===== src/rtl/score_controller.sv =====
// Pong score sequencer: serve timing, BCD scoring and winner detection for two players.
// Define SCORE_BLINK_EN to blink the score display while the game is over.
module score_controller #(
    parameter int WIN_SCORE    = 11,
    parameter int SERVE_FRAMES = 60
) (
    input  logic       clk,
    input  logic       reset,
    input  logic       vsync,
    input  logic       start,
    input  logic       miss_left,
    input  logic       miss_right,
    output logic [3:0] score_left_tens,
    output logic [3:0] score_left_units,
    output logic [3:0] score_right_tens,
    output logic [3:0] score_right_units,
    output logic       score_enable,
    output logic       ball_release,
    output logic       serve_dir,
    output logic       game_over,
    output logic       winner
);

    typedef enum logic [1:0] {IDLE, SERVE, PLAY, OVER} state_t;

    localparam logic [6:0] WIN_BIN   = 7'(WIN_SCORE);
    localparam logic [7:0] SERVE_CNT = 8'(SERVE_FRAMES);

    state_t     state, state_n;
    logic       vsync_q, start_q, miss_left_q, miss_right_q;
    logic       tick, start_ev, left_ev, right_ev;
    logic [7:0] score_l, score_l_n, score_r, score_r_n;  // {tens, units}
    logic [7:0] frames, frames_n;
    logic       dir, dir_n, win, win_n;
`ifdef SCORE_BLINK_EN
    logic [5:0] blink, blink_n;
`endif

    // Saturating two-digit BCD increment.
    function automatic logic [7:0] bcd_inc(input logic [7:0] s);
        logic [7:0] r;
        if (s == 8'h99)
            r = s;
        else if (s[3:0] == 4'd9)
            r = {s[7:4] + 4'd1, 4'd0};
        else
            r = {s[7:4], s[3:0] + 4'd1};
        return r;
    endfunction

    function automatic logic [6:0] bcd_val(input logic [7:0] s);
        return 7'(s[7:4]) * 7'd10 + 7'(s[3:0]);
    endfunction

    always_ff @(posedge clk or posedge reset) begin
        if (reset) begin
            vsync_q      <= 1'b0;
            start_q      <= 1'b0;
            miss_left_q  <= 1'b0;
            miss_right_q <= 1'b0;
        end else begin
            vsync_q      <= vsync;
            start_q      <= start;
            miss_left_q  <= miss_left;
            miss_right_q <= miss_right;
        end
    end

    assign tick     = vsync & ~vsync_q;
    assign start_ev = start & ~start_q;
    assign left_ev  = miss_left & ~miss_left_q;
    assign right_ev = miss_right & ~miss_right_q;

    always_ff @(posedge clk or posedge reset) begin
        if (reset) begin
            state   <= IDLE;
            score_l <= 8'h00;
            score_r <= 8'h00;
            frames  <= 8'd0;
            dir     <= 1'b0;
            win     <= 1'b0;
`ifdef SCORE_BLINK_EN
            blink   <= 6'd0;
`endif
        end else begin
            state   <= state_n;
            score_l <= score_l_n;
            score_r <= score_r_n;
            frames  <= frames_n;
            dir     <= dir_n;
            win     <= win_n;
`ifdef SCORE_BLINK_EN
            blink   <= blink_n;
`endif
        end
    end

    always_comb begin
        state_n   = state;
        score_l_n = score_l;
        score_r_n = score_r;
        frames_n  = frames;
        dir_n     = dir;
        win_n     = win;
`ifdef SCORE_BLINK_EN
        blink_n   = blink;
`endif
        // A start press restarts the game from any state.
        if (start_ev) begin
            state_n   = SERVE;
            score_l_n = 8'h00;
            score_r_n = 8'h00;
            frames_n  = 8'd0;
            dir_n     = 1'b1;
            win_n     = 1'b0;
        end else begin
            case (state)
                IDLE: ;
                SERVE: begin
                    if (tick) begin
                        frames_n = frames + 8'd1;
                        if (frames + 8'd1 == SERVE_CNT)
                            state_n = PLAY;
                    end
                end
                PLAY: begin
                    // miss_left wins when both sides miss in the same cycle.
                    if (left_ev) begin
                        score_r_n = bcd_inc(score_r);
                        dir_n     = 1'b0;
                        if (bcd_val(bcd_inc(score_r)) == WIN_BIN) begin
                            state_n = OVER;
                            win_n   = 1'b1;
`ifdef SCORE_BLINK_EN
                            blink_n = 6'd0;
`endif
                        end else begin
                            state_n  = SERVE;
                            frames_n = 8'd0;
                        end
                    end else if (right_ev) begin
                        score_l_n = bcd_inc(score_l);
                        dir_n     = 1'b1;
                        if (bcd_val(bcd_inc(score_l)) == WIN_BIN) begin
                            state_n = OVER;
                            win_n   = 1'b0;
`ifdef SCORE_BLINK_EN
                            blink_n = 6'd0;
`endif
                        end else begin
                            state_n  = SERVE;
                            frames_n = 8'd0;
                        end
                    end
                end
                OVER: begin
`ifdef SCORE_BLINK_EN
                    if (tick)
                        blink_n = blink + 6'd1;
`endif
                end
                default: state_n = IDLE;
            endcase
        end
    end

    assign score_left_tens   = score_l[7:4];
    assign score_left_units  = score_l[3:0];
    assign score_right_tens  = score_r[7:4];
    assign score_right_units = score_r[3:0];
    assign ball_release      = (state == PLAY);
    assign game_over         = (state == OVER);
    assign serve_dir         = dir;
    assign winner            = win;
`ifdef SCORE_BLINK_EN
    assign score_enable      = !((state == OVER) && blink[5]);
`else
    assign score_enable      = 1'b1;
`endif

endmodule


===== config.mk =====
export PLATFORM = sky130hd
export DESIGN_NAME = score_controller
export DESIGN_NICKNAME = d
export VERILOG_FILES = /design/src/rtl/score_controller.sv
export SDC_FILE = /design/constraint.sdc
export NUM_CORES = 1
export LEC_CHECK = 0
export CAP_MARGIN = 20
export CELL_PAD_IN_SITES_DETAIL_PLACEMENT = 0
export CELL_PAD_IN_SITES_GLOBAL_PLACEMENT = 1
export CORE_MARGIN = 3
export CORE_UTILIZATION = 44
export CTS_BUF_LIST = sky130_fd_sc_hd__clkbuf_8
export DETAILED_ROUTE_END_ITERATION = 8
export PLACE_DENSITY_LB_ADDON = 0.1
export SYNTH_ARGS = -nofsm -noshare
export SYNTH_HDL_FRONTEND = slang
export SYNTH_SLANG_ARGS = --single-unit

===== constraint.sdc =====
create_clock -name clk -period 5.3 [get_ports clk]
set_input_delay 0.53 -clock clk [delete_from_list [all_inputs] [get_ports clk]]
set_output_delay 0.53 -clock clk [all_outputs]
set_load 0.01 [all_outputs]

# ---- Yosys cells after proc, flatten, opt, wreduce, memory -nomap -nowiden
# Index checks and enable logic that the tools add are counted.
# W data, S select, Z words.
dict set report totals {
  out_inout_bits 21
  input_bits 6
  word_cells 94
  regBits 32
}
dict set report op_classes {
  eq_ne 17
  n_mul 2
  muxes 38
  addsub 7
  bitwise 8
  reduce_logical 12
}
# op n
set op_table {}
lappend op_table {{$mux W8} 19}
lappend op_table {{$add A4 B1 Y4 const B} 4}
lappend op_table {{$eq A8 B8 Y1 const B} 2}
lappend op_table {{$pmux W8 S2} 1}
lappend op_table {{$add A7 B4 Y7} 2}
lappend op_table {{$eq A7 B4 Y1 const B} 2}
lappend op_table {{$mux W2} 7}
lappend op_table {{$mul A4 B3 Y6 const B} 2}
lappend op_table {{$mux W1} 10}
lappend op_table {{$reduce_bool A3 Y1} 3}
lappend op_table {{$add A8 B1 Y8 const B} 1}
lappend op_table {{$eq A4 B4 Y1 const B} 2}
lappend op_table {{$eq A8 B6 Y1 const B} 1}
lappend op_table {{$ne A4 B4 Y1 const B} 2}
lappend op_table {{$reduce_and A4 Y1} 2}
lappend op_table {{$ne A3 B3 Y1 const B} 2}
lappend op_table {{$reduce_bool A2 Y1} 3}
lappend op_table {{$reduce_and A5 Y1} 1}
lappend op_table {{$and A1 B1 Y1} 4}
lappend op_table {{$eq A2 B2 Y1 const B} 2}
lappend op_table {{$ne A4 B1 Y1 const B} 1}
lappend op_table {{$not A1 Y1} 4}
lappend op_table {{$pmux W2 S2} 1}
lappend op_table {{$reduce_and A2 Y1} 2}
lappend op_table {{4 further kinds} 4}

# ---- Logic depth before layout (Yosys ltp)
# Gate-level depths: netlist (run 1).
dict set report logic_depth {
  depth_word 15
  mapped_depth 16
  ltp_nobuf 15
}

# ---- Worst setup path after synthesis (run 1)
# Ideal clock, no wire load.
dict set report synth_timing {
  path_type {register to register}
  from {reg score_l[0]}
  to {reg win, in the netlist winner}
  t_required_ps 5165
  slack_ps 1422
  stages_incl_launch_ff 16
  period_less_slack_ps 3878
  setup_time_ps 135
  arrival_ps 3743
  n_path_buf 1
  path_cell_list {dfrtp_1 -> ha_1 -> and3b_1 -> and2_1 -> clkbuf_1 -> nor2_1 -> a21oi_1 -> ha_1 -> ha_1 -> fa_1 -> or2_0 -> a211o_1 -> a211o_1 -> a2111o_1 -> o311ai_1 -> o31ai_1}
}
dict set report synth_between {
  elab_chain_cells 12
  elab_cells_between_ends 14
  classes_between {2 x add/sub; 1 x mul; 3 x eq/ne; 6 x mux; 2 x reduce/logical}
}
# element line_no
set synth_lines {}
lappend synth_lines {{from (decl)} 32} ;# logic [7:0] score_l, score_l_n, score_r, score_r_n;
lappend synth_lines {{from (signal assigned)} 87} ;# score_l <= score_l_n;
lappend synth_lines {{$eq A4 B4 Y1} 44} ;# else if (s[3:0] == 4'd9)
lappend synth_lines {{$mux W8} n/a}
lappend synth_lines {{$mux W8 (*)} 42} ;# if (s == 8'h99)
lappend synth_lines {{$mux W8 (*)} 141} ;# end else if (right_ev) begin
lappend synth_lines {{$mux W8 (*)} 128} ;# if (left_ev) begin
lappend synth_lines {{$mux W8 (*)} 117} ;# case (state)
lappend synth_lines {{$mux W8 (*)} 109} ;# if (start_ev) begin
lappend synth_lines {{$mul A4 B3 Y6} 52} ;# return 7'(s[7:4]) * 7'd10 + 7'(s[3:0]);
lappend synth_lines {{$add A7 B4 Y7 (*)} 52}
lappend synth_lines {{$eq A7 B4 Y1 (*)} 144} ;# if (bcd_val(bcd_inc(score_l)) == WIN_BIN) begin
lappend synth_lines {{$reduce_bool A3 Y1 (no source line) (*)} n/a}
lappend synth_lines {{$reduce_and A4 Y1 (no source line) (*)} n/a}
lappend synth_lines {{to (signal assigned)} 91} ;# win <= win_n;
lappend synth_lines {{to (decl)} 34} ;# logic dir, dir_n, win, win_n;
# Every way passes the cells marked *; elsewhere a longest branch is shown, timed or not. The select of a mux whose other input is x is not followed.
# A chain may end at the register's enable or synchronous reset.

# ---- Worst setup path after layout (run 1)
# Same ends and word-level chain as after synthesis.

==> results of run 1 <==
[metal layers]
metal  vias to the layer above  GRT usage
met5                         -          0
met4                         0     0.0355
met3                         5     0.0314
met2                        36      0.294
met1                       992      0.278
li1                       1071          -
[critical path, cell delays in order (launching register included)]
cell and delay (ps):
sky130_fd_sc_hd__dfrtp_1 490, sky130_fd_sc_hd__ha_1 260, sky130_fd_sc_hd__and3b_1 250, sky130_fd_sc_hd__and2_1 250, sky130_fd_sc_hd__nor2_1 60, sky130_fd_sc_hd__a21oi_1 310
sky130_fd_sc_hd__ha_1 310, sky130_fd_sc_hd__ha_1 220, sky130_fd_sc_hd__fa_1 440, sky130_fd_sc_hd__or2_0 210, sky130_fd_sc_hd__a211o_1 270, sky130_fd_sc_hd__a211o_1 310
sky130_fd_sc_hd__a2111o_1 420, sky130_fd_sc_hd__o311ai_1 110, sky130_fd_sc_hd__o31ai_1 120
[cell families after synthesis]
family          synth area share
compound gates             0.160
fa+ha+maj                  0.130
mux                      0.00460
xor+xnor                  0.0573
simple gates               0.280
flops                      0.327
buf+inv                   0.0394
other cells              0.00153
[path summary, 6_finish.rpt]
kind                                                to  slack [ps]
worst max-delay path                winner$_DFFE_PP0P_        1150
worst max register to register      winner$_DFFE_PP0P_        1150
max in group asynchronous       score_r[4]$_DFFE_PP0P_        4360
min in group asynchronous       score_l[1]$_DFFE_PP0P_         630
worst min-delay path             serve_dir$_DFFE_PP0P_         550
worst min register to register   serve_dir$_DFFE_PP0P_         550
[area by class of cell]
class	instances	area, um^2
Clock buffer	6	82.6
Clock inverter	2	11.3
Fill cell	501	2390
Inverter	13	48.8
Multi-Input combinational cell	236	1550
Sequential cell	32	801
Tap cell	70	87.6
Timing Repair Buffer	27	265
[state kept, by name, indices dropped and copies added, names as in the netlist]
name,count
frames,8
score_l,8
score_r,8
state,2
miss_left_q,1
miss_right_q,1
serve_dir,1
start_q,1
vsync_q,1
winner,1
[layout by cell type (no fill, tap or decap), types with 6 or more instances in the layout]
master,count
sky130_fd_sc_hd__a21oi_1,18
sky130_fd_sc_hd__ha_1,19
sky130_fd_sc_hd__xnor2_1,7
sky130_fd_sc_hd__nor2_1,24
sky130_fd_sc_hd__clkdlybuf4s50_1,25
sky130_fd_sc_hd__xor2_1,9
sky130_fd_sc_hd__dfrtp_1,32
sky130_fd_sc_hd__nand3_1,13
sky130_fd_sc_hd__inv_1,13
sky130_fd_sc_hd__clkbuf_8,6
sky130_fd_sc_hd__nor2b_1,8
sky130_fd_sc_hd__o211ai_1,6
sky130_fd_sc_hd__nand2_1,45
sky130_fd_sc_hd__o21ai_0,13
[power groups by stage]
stage	sequential [mW]	combinational [mW]	clock [mW]
detailed placement	0.357	0.277	0
floorplan	0.350	0.183	0
global placement	0.357	0.274	0
global route	0.368	0.312	0.218
CTS	0.353	0.279	0.208
finish	0.353	0.275	0.201
[stage by stage]
stage	worst slack [ps]	utilization
5_1_grt	845	0.543
3_3_place_gp	1230	0.526
2_1_floorplan	1420	-
3_5_place_dp	1140	0.526
6_report	1150	0.543
4_1_cts	1140	0.543
==> run_results.csv, run 1 <==
group,metric,value,unit
status,outcome,"completed",
clock_network,clk_pin_slew_worst_paths,80,ps
placement,gp_congestion,0.817,
grt,grt_pass1_vias,1999,
synth,netlist.top_cell.by_area,"sky130_fd_sc_hd__dfrtp_1",
route,ant_nets,0,
min_path,hold_class,"flop to flop",
clock_network,cts-resized-gates,0,
route,dr_total_vias,2104,
worst_setup_path,setup.worst_path.start,"score_l[0]$_DFFE_PP0P_",
grt,global_route.usage.total,0.190,
route,drt_iter0_drc,80,
clock_network,cts_root_buf,"sky130_fd_sc_hd__clkbuf_8",
route,drt_pass1_iterations,4,
timing,report.final.slew_viol_count,0,
synth,synth_largest_type_area_fraction,0.327,
timing,final_hold_viol_count,0,
grt,antenna_found_initial,0,
clock_network,numClockSinks,32,
floorplan,die_y,80.6,um
floorplan,die_x,80.6,um
synth,avg_synthesized_cell_area,8.44,um^2
timing,rsz0062_at_grt,"no",
finish,fin_area,2850,um^2
synth,synthTopCellsByCount,"45 x sky130_fd_sc_hd__nand2_1, 32 x sky130_fd_sc_hd__dfrtp_1, 24 x sky130_fd_sc_hd__nor2_1, 19 x sky130_fd_sc_hd__ha_1, 18 x sky130_fd_sc_hd__a21oi_1",
timing,max-slew-margin-rel,0.614,
power_and_ir_drop,totalPowerFinal,0.829,mW
timing,timing.setup.tns,0,ps
synth,ys_async_sr_fraction,1.00,
power_and_ir_drop,switchingPower,0.314,mW
route,route.met3.wl,177,um
floorplan,floorplan.core_area,5240,um^2
synth,synth_seq_cells,32,
synth,synth_most_common_cell,"sky130_fd_sc_hd__nand2_1",
power_and_ir_drop,logic_pwr_share,0.332,
synth,synth_cells,290,
grt,grt_max_degree,33,
synth,synth_sequential_area_ratio,0.327,
power_and_ir_drop,p_per_area,291,nW/um^2
worst_setup_path,cp_data_arrival_time,4300,ps
placement,dp_hpwl,4.04,mm
power_and_ir_drop,static-leakage-power,1.21,nW
grt,global_route.overflow_total,0,
power_and_ir_drop,p_int,0.516,mW
finish,area_growth,16.3,%
grt,wire_length_of_the_first_global_routing_pass,9.74,mm
power_and_ir_drop,sequentialPowerShare,0.426,
worst_setup_path,crit_type,"flop to flop",
route,wl_met2,2.47,mm
power_and_ir_drop,vdd_ir_drop_max,0.256,mV
timing,finalCritPeriodShare,0.783,
worst_setup_path,worstPathMaxFanout,8,
synth,synth_enable_flop_cells,0,
floorplan,core.rowCount,26,
synth,syn-cell-area,2450,um^2
clock_network,numCtsBuffers,5,
route,detail_route.vias_per_cell,5.45,
placement,place_area,2750,um^2
timing,setup-violations-final,0,
timing,min_period,4150,ps
worst_setup_path,regToRegStartpoint,"score_l[0]$_DFFE_PP0P_",
placement,post-place-cells,378,
floorplan,die_area,6490,um^2
timing,fmax,241,MHz
route,detail_route.wirelength.met1,2.88,mm
finish,diodes,0,
route,detail_route.wirelength,5.57,mm
min_path,worst_hold_path.num_cells,2,
synth,yosysWarnings,0,
clock_network,tritoncts_clock_tree,"yes",
synth,leading_register_cell_type_out_of_synthesis,"sky130_fd_sc_hd__dfrtp_1",
timing,hold-worst-slack,545,ps
clock_network,worst_skew_pair.late_latency,280,ps
finish,stdcell_count,386,
finish,layout-drive-gt1-share,0.0601,
power_and_ir_drop,share_clk_of_total_power,0.242,
min_path,hp-start,"serve_dir$_DFFE_PP0P_",
route,wl_per_cell,14.4,um
timing,max_slew.worst_pin.slew,573,ps
finish,fin_nets,344,
worst_setup_path,timing.critical_path.required,5450,ps
worst_setup_path,reg2reg_depth,14,
timing,finalClockSkew,7.69,ps
route,remaining_drc_errors,0,
clock_network,clock_tree.htree_level_count,2,
flow_run,cap_violations,0,
synth,netlist-cell-type-count,53,
synth,synth.top_cells.by_area,"sky130_fd_sc_hd__dfrtp_1 33%, sky130_fd_sc_hd__ha_1 9.7%, sky130_fd_sc_hd__nand2_1 6.9%, sky130_fd_sc_hd__a21oi_1 3.7%, sky130_fd_sc_hd__nor2_1 3.7%",
placement,io_buffer_count,25,
clock_network,holdBufCountCts,0,
worst_setup_path,worstSetupEndpointType,"flop",
clock_network,ctsLongestPathBuffers,2,
power_and_ir_drop,net_switching_fraction_of_the_power,0.378,
clock_network,postCtsSetupRepairBufs,0,
worst_setup_path,setup.worst_path.start_class,"flop",
route,highest_layer,"met4",
floorplan,ioPinCount,27,
synth,mappedNetlistNets,319,
floorplan,initial_cell_density_of_the_core,0.467,
No activity file was read; power rests on OpenSTA's default activity.
==> inputs of run 2 (changes only) <==
Settings changed: CORE_UTILIZATION 44 to 40.
Clock period 5.3 ns to 3.4 ns, I/O delays scaled along.
==> run 2 against run 1 <==
Effect of this change: the flow now finishes with violations (negative setup slack); sequential cell count unchanged; core utilization grew 3.6 points; first-iteration DRC count grew 11%; maximum frequency increased by 19%; largest cell class unchanged; highest routed layer unchanged.
==> run_results.csv, run 2 (synthesized netlist as in run 1, its figures left out) <==
group,metric,value,unit
timing,min_period,3470,ps
finish,sequential_cell_area,803,um^2
timing,setup-violations-final,1,
route,drt_iter0_drc,89,
finish,num-fill-cells,540,
finish,diodes,0,
flow_run,cap_violations,0,
floorplan,die_x,84.2,um
grt,grt_util_met3,0.0294,
placement,dp_hpwl,4.55,mm
floorplan,ioPinCount,27,
floorplan,die_area,7090,um^2
worst_setup_path,worstPathMaxFanout,5,
finish,multi_input_area,1680,um^2
worst_setup_path,timing.critical_path.required,3560,ps
route,wl_per_cell,14.5,um
grt,wire_length_of_the_first_global_routing_pass,10.6,mm
timing,final_hold_viol_count,0,
grt,global_route.overflow_total,0,
timing,finalClockSkew,7.14,ps
placement,io_buffer_count,25,
grt,global_route.usage.total,0.182,
floorplan,initial_cell_density_of_the_core,0.429,
finish,fin_area,3310,um^2
power_and_ir_drop,vdd_ir_drop_max,0.309,mV
finish,layout-drive-gt1-share,0.238,
worst_setup_path,crit_type,"flop to flop",
worst_setup_path,worstReg2RegEnd,"winner$_DFFE_PP0P_",
placement,place_ws,-153,ps
floorplan,floorplan.core_area,5710,um^2
clock_network,clock_tree.htree_level_count,2,
worst_setup_path,worst-r2r-setup-slack,-70,ps
grt,grt_pass1_vias,2185,
timing,hold-worst-slack,313,ps
timing,rsz0062_at_grt,"yes",
clock_network,numClockSinks,32,
timing,max-slew-margin-rel,0.557,
grt,grtUsageMet2,0.285,
placement,place_area,3050,um^2
grt,antenna_found_initial,0,
grt,grt_max_degree,25,
timing,fmax,288,MHz
finish,final_core_util,0.579,
timing,finalCritPeriodShare,1.02,
worst_setup_path,reg2reg_depth,14,
route,dr_total_vias,2264,
clock_network,worst_skew_pair.late_latency,280,ps
min_path,hold_class,"primary input to asynchronous set/reset pin",
route,remaining_drc_errors,0,
worst_setup_path,cp_data_arrival_time,3630,ps
route,detail_route.vias_per_cell,5.23,
clock_network,numCtsBuffers,5,
clock_network,cts_root_buf,"sky130_fd_sc_hd__clkbuf_8",
worst_setup_path,regToRegStartpoint,"score_l[0]$_DFFE_PP0P_",
status,failed_checks,"negative setup slack",
worst_setup_path,setup.worst_path.start,"score_l[0]$_DFFE_PP0P_",
clock_network,clk_pin_slew_worst_paths,70,ps
grt,grt_use_met1,0.265,
finish,top_flop_regs,"frames (8), score_l (8), score_r (8)",
timing,final.setup.worst_slack,-74.7,ps
finish,area_growth,35.1,%
route,ant_nets,0,
finish,layout.cells.most_common_list,"46 x sky130_fd_sc_hd__buf_4, 43 x sky130_fd_sc_hd__nand2_1, 30 x sky130_fd_sc_hd__dfrtp_1",
placement,gp_congestion,0.817,
route,drt_pass1_iterations,4,
timing,report.final.slew_viol_count,0,
grt,globalRoute.busiestLayer,"met2",
clock_network,tritoncts_clock_tree,"yes",
finish,fin_nets,389,
worst_setup_path,setup.worst_path.start_class,"flop",
worst_setup_path,worstSetupEndpointType,"flop",
power_and_ir_drop,p_per_area,405,nW/um^2
floorplan,die_y,84.2,um
finish,mostFrequentLayoutCell,"sky130_fd_sc_hd__buf_4",
timing,max_slew.worst_pin.slew,663,ps
clock_network,ctsLongestPathBuffers,2,
floorplan,core.rowCount,27,
route,detail_route.wirelength,6.26,mm
power_and_ir_drop,totalPowerFinal,1.34,mW
status,outcome,"finished, violations left",
power_and_ir_drop,static-leakage-power,1.45,nW
[run 2: cell count changes in the layout (fill, tap and decap cells not counted), sizes merged]
cell	delta
buf	+44
a21oi	+1
clkinvlp	-1
inv	+1
[run 2: critical path: stages (launching register included)]
cell and delay [ps]:
sky130_fd_sc_hd__dfrtp_2 420, sky130_fd_sc_hd__ha_4 160, sky130_fd_sc_hd__and3b_1 170, sky130_fd_sc_hd__and2_4 180, sky130_fd_sc_hd__nor2_2 90, sky130_fd_sc_hd__a21oi_2 40
sky130_fd_sc_hd__ha_1 290, sky130_fd_sc_hd__ha_2 190, sky130_fd_sc_hd__fa_2 390, sky130_fd_sc_hd__or2_0 210, sky130_fd_sc_hd__a211o_1 280, sky130_fd_sc_hd__a211o_1 300
sky130_fd_sc_hd__a2111o_1 450, sky130_fd_sc_hd__o311ai_2 80, sky130_fd_sc_hd__o31ai_2 100
[run 2: metal layers]
layer,share of wire,vias up
met2,0.47,30
met1,0.49,1056
met4,0.0091,0
met3,0.030,7
li1,-,1171
met5,0,-
[run 2: cell type report]
class                      instances  share of cell area
multi-input combinational        237               0.508
sequential                        32               0.243
timing repair buffer              71               0.180
tap                               72              0.0273
clock buffer                       6              0.0250
inverter                          13              0.0148
clock inverter                     2             0.00227
[run 2: what timing repair did]
action | in CTS | in global routing
hold buffers | 0 | 0
hold endpoints to repair | 0 | 0
setup buffers | 3 | 5
gates resized for setup | 10 | 13
pin swaps | 5 | 18
gates cloned | 1 | 0
setup endpoints to repair | 10 | 10
[run 2: how the worst max path moves through the flow]
stage	endpoint	slack [ps]	cells after the start
2_1_floorplan	winner$_DFFE_PP0P_	-240	16
3_3_place_gp	winner$_DFFE_PP0P_	-100	12
3_5_place_dp	winner$_DFFE_PP0P_	-150	12
4_1_cts	winner$_DFFE_PP0P_	0.5	15
5_1_grt	winner$_DFFE_PP0P_	-220	15
6_report	winner$_DFFE_PP0P_	-70	14
[run 2: metrics by stage]
step / std cells / setup TNS, ps
after floorplan: 290 / -779
after global placement: 416 / -512
after detailed placement: 416 / -915
after CTS: 428 / 0
after global routing: 433 / -1200
final: 433 / -74.7
[run 2: where the power goes]
group / leakage (nW) / total, mW / internal, mW / switching, mW
clock: 0.0538 / 0.296 / 0.159 / 0.137
sequential: 0.413 / 0.544 / 0.455 / 0.0890
combinational: 0.979 / 0.499 / 0.230 / 0.269
total: 1.45 / 1.34 / 0.844 / 0.496
==> edit 1, RTL diff (config.mk and constraints of run 1) <==
Re-encode `state_t` (4 states) as one-hot, 4 bits wide.
--- a/src/rtl/score_controller.sv
+++ b/src/rtl/score_controller.sv
@@ -22,5 +22,5 @@
 );
 
-    typedef enum logic [1:0] {IDLE, SERVE, PLAY, OVER} state_t;
+    typedef enum logic [3:0] {IDLE = 4'b0001, SERVE = 4'b0010, PLAY = 4'b0100, OVER = 4'b1000} state_t;
 
     localparam logic [6:0] WIN_BIN   = 7'(WIN_SCORE);
Function: no difference found for any inputs over 10 cycles, from zero or initial values and one cycle with reset high; not proved beyond that.
==> edit 1 against run 1 <==
Final area grew 1.5%. Sequential cell count grew 2. Routed wire length shrank 3.6%. Die area grew 1.5%. Area after synthesis grew 1.6%. Worst setup slack lost 0.019 ns. Total power shrank 15%. Critical endpoint is now frames[2].
==> edit 1: results (changes against run 1) <==
| Metric | Value |
|---|---|
| Largest net degree at the start of global routing | `35 (+6.1%)` |
| Gr usage total | `18.3% (-0.70 points)` |
| Synth Area in XOR/XNOR | `7.85% (+2.1 points)` |
| Ranking of synthesized cells by area | `dfrtp_1 (33%), ha_1 (9.6%), nand2_1 (4.1%)` |
| DR vias | `1970 (-6.4%)` |
| Mux contribution to synthesized area | `3.02% (+2.6 points)` |
| Sequential cell area share | `29.5% (+1.4 points)` |
| 1st-iter DRT viols | `96 (+20%)` |
| Fraction of area in multi-input gates | `52.3% (-2.2 points)` |
| Share of layout cells above drive strength 1 | `7.82% (+1.8 points)` |
| CP Data Arrival Time | `4.34 ns (+0.04 ns)` |
| P_leak | `0.00134 uW (+11%)` |
| Signal buf overhead | `9.44% (+0.12 points)` |
| Clock buf/inv share | `3.29% (-0.0052 points)` |
| Status | `completed` |
| First-pass GRT wire length | `9260 um (-4.9%)` |
| Peak supply drop | `0.137 mV (-47%)` |
| Synth cell count leaders | `dfrtp_1 (33), nand2_1 (27), nor2_1 (25), ha_1 (19), inv_1 (18)` |
| Reg2reg start | `score_l[1]` |
| Setup WS pre-CTS | `1.12 ns (-0.0232 ns)` |
| DP Wirelength | `4000 um (-0.83%)` |
| CTS Sinks | `34 (+6.3%)` |
| Fillers | `519 (+3.6%)` |
| Nets | `322 (-6.4%)` |
| Synth Area in Compound Gates | `17.0% (+0.95 points)` |
| Vias in the first global route | `1902 (-4.9%)` |
| Comb_multi_in | `205 (-13%)` |
edit 1: cell count changes after synthesis, moves of 5 or more:
| cell | change |
|---|---|
| o211ai_1 | -6 |
| inv_1 | +6 |
| a21oi_1 | -9 |
| a211oi_1 | -5 |
| nand2_1 | -18 |
| a22o_1 | +9 |
| a21o_1 | +6 |
| nor4_1 | -5 |
edit 1: layer usage:
| layer | up-vias | GRT usage (%) | wire, um |
|---|---|---|---|
| met5 | - | 0 | 0 |
| met4 | 0 | 5.57 | 69 |
| met3 | 7 | 2.66 | 164 |
| met1 | 932 | 27.3 | 2790 |
| li1 | 997 | - | - |
| met2 | 34 | 27.1 | 2350 |
edit 1: where the power goes:
part	total (uW)	leakage (uW)	switching [uW]	internal (uW)
Combinational	165	0.000854	84.0	81.1
Sequential	341	0.000443	43.6	297
Clock	201	0.0000472	96.3	104
Total	706	0.00134	224	482
edit 1: worst paths after layout:
| kind | to | slack [ns] | depth (start not counted) |
|---|---|---|---|
| worst max-delay path | frames[2] | 1.13 | 15 |
| worst min-delay path | serve_dir | 0.51 | 2 |
| worst max register to register | frames[2] | 1.13 | 15 |
| worst min register to register | serve_dir | 0.51 | 2 |
| max in group asynchronous | state[0] | 4.31 | 3 |
| min in group asynchronous | frames[3] | 0.64 | 3 |
edit 1: worst max-delay path: stages, from the launching register on:
cell     delay (ns)
dfrtp_1        0.43
inv_1          0.08
ha_1           0.12
and3b_1        0.33
nor2b_1        0.39
nand2_1        0.09
o21ai_0        0.20
inv_1          0.15
ha_1           0.32
ha_1           0.22
fa_1           0.44
xor3_1         0.38
xor2_1         0.20
a31oi_4        0.27
nor2_4         0.10
a221o_1        0.35
edit 1: metrics by stage:
stage	cells	area [um2]
floorplan	266	2490
global placement	356	2790
detailed placement	356	2790
CTS	364	2890
global route	364	2890
finish	364	2890
